`src/rtl/pc_sequencer.sv`:
```
// Instruction-fetch sequencer: steers the free-running PC so it advances once per retired instruction.
// PC controls are Mealy (same-edge capture); optional interrupt entry/return tracking under PC_SEQUENCER_IRQ_EN.
module pc_sequencer #(
    parameter int          TIMEOUT      = 15,
    parameter logic [15:0] RESET_VECTOR = 16'h0000
) (
    input  logic        Clock,
    input  logic        Reset,
    input  logic        Start,
    input  logic        HaltReq,
    input  logic [15:0] PcValue,
    output logic        FetchReq,
    input  logic        FetchAck,
    input  logic        ExecDone,
    input  logic        JumpTaken,
    input  logic [15:0] JumpTarget,
    input  logic        BranchTaken,
    input  logic [8:0]  BranchOffset,
    output logic        LoadEnable,
    output logic [15:0] LoadValue,
    output logic        OffsetEnable,
    output logic [8:0]  Offset,
    output logic        Running,
    output logic        Fault,
`ifdef PC_SEQUENCER_IRQ_EN
    input  logic        IrqReq,
    input  logic [15:0] IrqVector,
    output logic        IrqAck,
    output logic [15:0] ReturnAddr,
`endif
    output logic [15:0] InstrCount
);

    typedef enum logic [2:0] {IDLE, FETCH, EXEC, HALT, FAULT} state_t;

    state_t      state;
    state_t      next_state;
    logic [7:0]  wait_cnt;
    logic        halt_pend;
    logic        retire;
    logic        halt_now;
    logic        timeout_hit;
    logic        irq_take;
    logic [15:0] irq_vec;

    assign retire      = (state == EXEC) && ExecDone;
    assign halt_now    = HaltReq || halt_pend;
    assign timeout_hit = (wait_cnt == 8'(TIMEOUT - 1));

`ifdef PC_SEQUENCER_IRQ_EN
    logic        irq_mask;
    logic [15:0] advance_addr;

    assign irq_take = retire && IrqReq && !halt_pend && !irq_mask;
    assign irq_vec  = IrqVector;

    always_comb begin
        advance_addr = PcValue + 16'd1;
        if (JumpTaken)
            advance_addr = JumpTarget;
        else if (BranchTaken)
            advance_addr = PcValue + {{7{BranchOffset[8]}}, BranchOffset};
    end

    // Mask stays set until software returns by jumping to the saved address.
    always_ff @(posedge Clock or posedge Reset) begin
        if (Reset) begin
            IrqAck     <= 1'b0;
            ReturnAddr <= 16'h0000;
            irq_mask   <= 1'b0;
        end else begin
            IrqAck <= irq_take;
            if (irq_take) begin
                ReturnAddr <= advance_addr;
                irq_mask   <= 1'b1;
            end else if (retire && JumpTaken && (JumpTarget == ReturnAddr)) begin
                irq_mask   <= 1'b0;
            end
        end
    end
`else
    assign irq_take = 1'b0;
    assign irq_vec  = 16'h0000;
`endif

    // Anything that is not an advance reloads PcValue, cancelling the PC's free-run increment.
    always_comb begin
        next_state   = state;
        LoadEnable   = 1'b1;
        LoadValue    = PcValue;
        OffsetEnable = 1'b0;
        Offset       = 9'h000;
        case (state)
            IDLE, HALT: begin
                if (Start) begin
                    LoadValue  = RESET_VECTOR;
                    next_state = FETCH;
                end
            end
            FETCH: begin
                if (FetchAck)
                    next_state = EXEC;
                else if (timeout_hit)
                    next_state = FAULT;
            end
            EXEC: begin
                if (ExecDone) begin
                    if (irq_take) begin
                        LoadValue = irq_vec;
                    end else if (JumpTaken) begin
                        LoadValue = JumpTarget;
                    end else if (BranchTaken) begin
                        LoadEnable   = 1'b0;
                        OffsetEnable = 1'b1;
                        Offset       = BranchOffset;
                    end else begin
                        LoadEnable = 1'b0;
                    end
                    next_state = halt_now ? HALT : FETCH;
                end
            end
            default: ;
        endcase
    end

    always_ff @(posedge Clock or posedge Reset) begin
        if (Reset) begin
            state      <= IDLE;
            wait_cnt   <= 8'd0;
            halt_pend  <= 1'b0;
            InstrCount <= 16'h0000;
            Fault      <= 1'b0;
            FetchReq   <= 1'b0;
            Running    <= 1'b0;
        end else begin
            state    <= next_state;
            FetchReq <= (next_state == FETCH);
            Running  <= (next_state == FETCH) || (next_state == EXEC);
            Fault    <= Fault || (next_state == FAULT);
            wait_cnt <= ((state == FETCH) && (next_state == FETCH)) ? wait_cnt + 8'd1 : 8'd0;
            if (retire)
                InstrCount <= InstrCount + 16'd1;
            // A halt request is held until the retire that consumes it; IDLE ignores it.
            if (retire)
                halt_pend <= 1'b0;
            else if (HaltReq && (state != IDLE))
                halt_pend <= 1'b1;
        end
    end

endmodule

```
`config.mk`:
```
export PLATFORM = sky130hd
export DESIGN_NAME = pc_sequencer
export DESIGN_NICKNAME = d
export VERILOG_FILES = /design/src/rtl/pc_sequencer.sv
export SDC_FILE = /design/constraint.sdc
export NUM_CORES = 1
export LEC_CHECK = 0
export ABC_CLOCK_PERIOD_IN_PS = 2000
export CORE_AREA = 5 5 73 75
export CTS_CLUSTER_SIZE = 20
export DETAILED_ROUTE_END_ITERATION = 16
export DIE_AREA = 0 0 78 80
export PLACE_DENSITY = 0.74
export SYNTH_ARGS = -nofsm -noshare
export SYNTH_HDL_FRONTEND = slang
export SYNTH_SLANG_ARGS = --single-unit
export TNS_END_PERCENT = 5
```
`constraint.sdc`:
```
create_clock -name Clock -period 2 [get_ports Clock]
set_clock_uncertainty 0.05 [all_clocks]
set_input_delay 0.2 -clock Clock [delete_from_list [all_inputs] [get_ports Clock]]
set_output_delay 0.2 -clock Clock [all_outputs]
set_load 0.03 [all_outputs]
```
==> results.json, run 1 <==
{
  "outcome": "completed",
  "r2r_end": "InstrCount[14]",
  "routed_wl_mm": 4.605,
  "finalPower_mw": 2.859,
  "insertedDiodeCount": 0,
  "layout-drive-gt1-share_pct": 19.40,
  "synth.most_common_cell": "dfrtp_1",
  "cts_max_path_buffers": 2,
  "grt_pass1_vias": 1485,
  "min_period_ns": 1.946,
  "grt_max_degree": 32,
  "critPathMaxFanout": 16,
  "portBuffers": 94,
  "clkTransAtPathRegs_ns": 0.06,
  "layout.cells.non_filler": 322,
  "worstSetupEndpointType": "output port",
  "crit_top_cell": "buf_6",
  "postCtsHoldBufs": 0,
  "syn-num-nets": 216,
  "via_per_inst": 4.804,
  "rsz0062_at_grt": "yes",
  "regToRegSetupSlack_ns": 0.32,
  "synth.area.top_cells": "dfrtp_1, a22o_1, xnor2_1",
  "fin_crit_sh_pct": 97.32,
  "drt_iter0_drc": 58,
  "grt_overflow": 0,
  "core_sq_mm": 0.004598,
  "p_switching_mw": 1.112,
  "rr_worst_depth": 5,
  "vias": 1547,
  "syn_to_final_growth_pct": 70.17,
  "synthCells": 164,
  "p_int_mw": 1.748,
  "fin_hold_ws_ns": 0.2481,
  "tightest_slew_ns": 0.3847,
  "cts.sinks": 31,
  "clkPwrFrac_pct": 18.5,
  "dp_cells": 313,
  "arrival_ns": 1.70,
  "cpPeakStageDelay_ns": 0.42,
  "final_util_pct": 62.10,
  "hold_viol": 0,
  "drc": 0,
  "synthDominantCellAreaShare_pct": 46.23,
  "seqPwrFrac_pct": 28.9,
  "synth_top_flop_cell": "dfrtp_1",
  "wire_per_inst_um": 14.30,
  "layout.area.seq_sq_um": 775.7,
  "slowest_stage": "dfrtp_1",
  "ys_async_sr_fraction_pct": 100.0,
  "synth-seq-area-share_pct": 46.23,
  "gp_congestion": 0.7972,
  "ios": 95,
  "syn_area_sq_mm": 0.001678,
  "grt_usage_pct": 14.82,
  "p_per_area_mw_per_mm2": 1001,
  "die_h_um": 80,
  "final.fill_count": 397,
  "clkLatencyLatePin_ns": 0.27,
  "combPwrFrac_pct": 52.6,
  "initial_core_util_pct": 36.49,
  "cts_setup_buffers": 0,
  "post_synth_num_cell_types": 31,
  "cts_tree": "done",
  "maxCapViolations": 0,
  "vdd_drop_max_mv": 0.5396,
  "required_ns": 1.75,
  "nets": 319,
  "crit_chain": "buf_6 -> xor2_1 -> nor2_1 -> o21bai_2 -> buf_12 -> a22o_1 -> buf_6",
  "fmax_mhz": 513.8,
  "p_leak_nw": 1.313,
  "die_w_um": 78,
  "r2r-start": "state[0]",
  "cts_buffers": 5,
  "maxSlewViolCount": 0,
  "cp-start-kind": "register",
  "dieArea_sq_mm": 0.006240,
  "dpl.hpwl_mm": 3.632,
  "power.share.switching_pct": 38.88,
  "max_slew_margin_pct": 74.36,
  "h-tree-depth": 2,
  "finalSetupViolations": 0,
  "ys_warn_count": 0,
  "path_class": "reg -> out",
  "grt_pass1_wl_mm": 7.403,
  "syn_avg_cell_area_sq_um": 10.23,
  "grt_antenna_before_repair": 0,
  "yosysTopAreaCell": "dfrtp_1",
  "min_path_type": "in -> async",
  "ys_ff_latch": 31,
  "synth_edf_count": 0,
  "cts_root_buf": "clkbuf_8",
  "ant_nets": 0,
  "multiInputGateArea_sq_um": 857.1,
  "synth_top_cells_by_count": "dfrtp_1, a22o_1, nor2_1",
  "row_count": 25,
  "dr.pass1.iters": 4
}
metal layers:
| layer | up-vias | share of wire (%) | global-route usage [%] |
|---|---|---|---|
| met5 | - | 0 | 0 |
| met4 | 0 | 0.65 | 4.730 |
| met3 | 5 | 9.1 | 5.192 |
| met2 | 53 | 50 | 24.87 |
| met1 | 711 | 40 | 17.70 |
| li1 | 778 | - | - |
critical path, delay by kind of cell, from the launching register on:
kind | cells | cell delay (ns)
buffers and inverters | 3 | 0.44
flip-flops | 1 | 0.42
AO/OA/AOI/OAI | 2 | 0.29
AND/OR/NAND/NOR | 1 | 0.14
XOR/XNOR | 1 | 0.13
placed cells by master (no fill, tap or decap), drive strengths merged, types with 2 or more instances in the layout:
master,netlist,layout
and4,2,2
nand4,3,3
clkdlybuf4s50,0,66
inv,5,5
o21ai,3,3
dlymetal6s2s,0,2
clkbuf,0,8
xnor2,12,12
ha,3,3
nand3,8,8
a22o,17,17
a21oi,4,4
buf,7,34
xor2,10,10
nor2,16,17
nand2,9,9
o21bai,3,3
and2,11,11
and3,6,6
nor3,2,2
dfrtp,31,31
nand2b,3,3
worst max-delay path by stage:
stage / startpoint / end / slack [ns] / cells past startpoint
after detailed placement: ExecDone / LoadValue[15] / -0.13 / 5
after floorplan: state[0] / Offset[0] / -0.03 / 6
final: state[1] / LoadValue[14] / 0.05 / 7
after CTS: state[1] / LoadValue[7] / 0.002 / 7
after global placement: ExecDone / LoadValue[13] / -0.12 / 5
after global routing: state[1] / LoadValue[14] / -0.05 / 7
repair_timing:
| item | in CTS | in global routing |
|---|---|---|
| hold endpoints to repair | 0 | 0 |
| gates cloned | 0 | 1 |
| pin swaps | 2 | 3 |
| gates resized for setup | 11 | 16 |
| endpoints found under the setup margin | 16 | 26 |
power by group through the flow:
stage               registers, mW  clock network [mW]  logic [mW]
floorplan                   0.929                   0       0.735
global placement            0.833                   0        1.39
detailed placement          0.836                   0        1.40
CTS                         0.827               0.549        1.47
global route                0.845               0.583        1.60
finish                      0.826               0.530        1.50
layout make-up:
class / count / share of cell area, %
clock buffers: 8 / 3.506
inverters: 6 / 0.7888
multi-input cells: 121 / 30.02
flip-flops and latches: 31 / 27.17
well taps: 54 / 2.366
repair buffers: 102 / 36.15
per-stage QoR:
stage / TNS [ns] / worst slack, ns / area (sq um)
finish: 0 / 0.05361 / 2855
global route: -0.7035 / -0.05147 / 2855
CTS: 0 / 0.001940 / 2794
detailed placement: -1.874 / -0.1260 / 2655
global placement: -1.766 / -0.1185 / 2655
floorplan: -0.2749 / -0.03055 / 1685
flip-flops by register name, indices dropped and copies added, names as in the netlist:
signal / cells
Fault: 1
Running: 1
halt_pend: 1
state: 3
InstrCount: 16
FetchReq: 1
wait_cnt: 8
logic make-up after synthesis:
| family | Yosys count | synth area share (%) |
|---|---|---|
| buf+inv | 13 | 4.101 |
| xor+xnor | 22 | 11.48 |
| simple gates | 64 | 21.33 |
| fa+ha+maj | 3 | 2.237 |
| mux | 1 | 0.6711 |
| flops | 31 | 46.23 |
| compound gates | 30 | 13.94 |
(Power assumes the default switching activity.)
==> inputs of run 2 (changes only) <==
Settings changed: ABC_CLOCK_PERIOD_IN_PS 2000 to 2300, CORE_AREA 5 5 73 75 to 5 5 76 78, DIE_AREA 0 0 78 80 to 0 0 81 83, PLACE_DENSITY 0.74 to 0.68.
Clock period 2 ns to 2.3 ns, I/O delays scaled along.
==> run 2 against run 1 <==
Net effect: worst setup slack gained 0.042 ns; critical path type unchanged; clock-buffer cell count shrank 2; die area grew 7.7%; via count shrank 0.58%; non-clock buffer count shrank 3; largest cell class unchanged; critical path depth shrank 4; global-route usage shrank 1.3 points.
==> results.json, run 2 (synthesis results as in run 1) <==
{
  "fin_crit_sh_pct": 95.83,
  "fmax_mhz": 453.7,
  "r2r_end": "InstrCount[8]",
  "drt_iter0_drc": 65,
  "clkLatencyLatePin_ns": 0.28,
  "row_count": 26,
  "cts_setup_buffers": 0,
  "largest_reg_flops": 16,
  "cp-start-kind": "register",
  "routed_wl_mm": 4.532,
  "setup_ws_ns": 0.09587,
  "grt_pass1_wl_mm": 7.134,
  "p_leak_nw": 1.270,
  "r2r-start": "state[1]",
  "path_class": "reg -> out",
  "final_common_cell": "clkdlybuf4s50_1",
  "grt_max_degree": 32,
  "insertedDiodeCount": 0,
  "highest_layer": "met4",
  "vias": 1538,
  "dpl.hpwl_mm": 3.667,
  "hold_viol": 0,
  "fin_hold_ws_ns": 0.2704,
  "regToRegSetupSlack_ns": 0.47,
  "required_ns": 2.02,
  "finalSetupViolations": 0,
  "via_per_inst": 4.605,
  "clkTransAtPathRegs_ns": 0.07,
  "grt_usage_pct": 13.56,
  "cts_root_buf": "clkbuf_8",
  "arrival_ns": 1.92,
  "critPathMaxFanout": 10,
  "wire_per_inst_um": 13.57,
  "portBuffers": 94,
  "wl_met2_mm": 2.306,
  "p_per_area_mw_per_mm2": 878.6,
  "top_register": "InstrCount",
  "vdd_drop_max_mv": 0.6043,
  "cts.sinks": 31,
  "cts_tree": "done",
  "max_slew_margin_pct": 74.86,
  "min_path_type": "in -> async",
  "outcome": "completed",
  "tightest_slew_ns": 0.3772,
  "dp_cells": 326,
  "grt_antenna_before_repair": 0,
  "dpl_worst_slack_ns": 0.1752,
  "rr_worst_depth": 5,
  "slowest_stage": "clkdlybuf4s50_1",
  "initial_core_util_pct": 33.49,
  "nets": 315,
  "layout-drive-gt1-share_pct": 17.80,
  "crit_chain": "and4bb_2 -> nand2b_1 -> clkdlybuf4s50_1",
  "reg_top3": "InstrCount (16), wait_cnt (8), state (3)",
  "layout.cells.non_filler": 334,
  "grt_overflow": 0,
  "maxCapViolations": 0,
  "wl_met1_mm": 1.651,
  "ios": 95,
  "dieArea_sq_mm": 0.006723,
  "h-tree-depth": 2,
  "die_h_um": 83,
  "cpPeakStageDelay_ns": 0.70,
  "grt_pass1_vias": 1408,
  "core_sq_mm": 0.005010,
  "syn_to_final_growth_pct": 65.10,
  "final_cell_mix": "clkdlybuf4s50_1, dfrtp_1, buf_4, a22o_1, nor2_1",
  "drc": 0,
  "gp_congestion": 0.7506,
  "min_period_ns": 2.204,
  "ant_nets": 0,
  "maxSlewViolCount": 0,
  "rsz0062_at_grt": "no",
  "dr.pass1.iters": 4,
  "cts_buffers": 5,
  "wl_met3_um": 528,
  "die_w_um": 81,
  "fin_setup_tns_ns": 0,
  "cts_max_path_buffers": 2,
  "worstSetupEndpointType": "output port"
}
-- run 2: cell types whose count changed in the layout (fill, tap and decap cells not counted), moves of 2 or more --
cell | previous run | this run
dlymetal6s2s_1 | 2 | 0
buf_6 | 21 | 0
clkdlybuf4s50_1 | 66 | 68
buf_4 | 12 | 30
-- run 2: area by class of cell --
cell class,instances,area [sq um]
fill,474,2240
timing repair buffer,99,925.9
multi-input combinational,120,840.8
sequential,31,775.7
tap,70,87.58
clock buffer,6,82.58
clock inverter,2,35.03
inverter,6,22.52
-- run 2: report_power, final --
| group | total, mW | switching, mW | internal [mW] |
|---|---|---|---|
| Sequential | 0.725 | 0.0916 | 0.633 |
| Combinational | 1.17 | 0.656 | 0.510 |
| Clock | 0.543 | 0.193 | 0.350 |
| Total | 2.43 | 0.941 | 1.49 |
-- run 2: layer usage --
metal	GRT usage, %	vias up
li1	-	768
met1	15.15	709
met2	23.38	56
met3	5.519	5
met4	3.687	0
met5	0	-
-- run 2: worst max-delay path by stage --
stage                            end  cells after the start  startpoint  slack, ns
after floorplan            Offset[0]                      6    state[0]       0.11
final                     LoadEnable                      3    state[1]        0.1
after global routing      LoadEnable                      3    state[1]      0.005
after CTS                 LoadEnable                      3    state[1]       0.11
after global placement    LoadEnable                      4    ExecDone       0.21
after detailed placement  LoadEnable                      4    ExecDone       0.18
-- run 2: timing repair --
item                       CTS  global route
gates resized for setup      0             2
hold buffers                 0             0
setup endpoints to repair    0             9
-- run 2: critical path, delay by kind of cell (launching register included) --
| kind | cells | cell delay (ns) |
|---|---|---|
| buf+inv | 1 | 0.70 |
| flops | 1 | 0.48 |
| simple gates | 2 | 0.48 |
-- run 2: metrics by stage --
stage	total power [mW]	utilization (%)	instance area [sq um]
3_3_place_gp	1.904	52.85	2648
3_5_place_dp	1.909	52.85	2648
2_1_floorplan	1.446	-	1680
5_1_grt	2.590	55.29	2770
6_report	2.434	55.29	2770
4_1_cts	2.464	55.19	2765
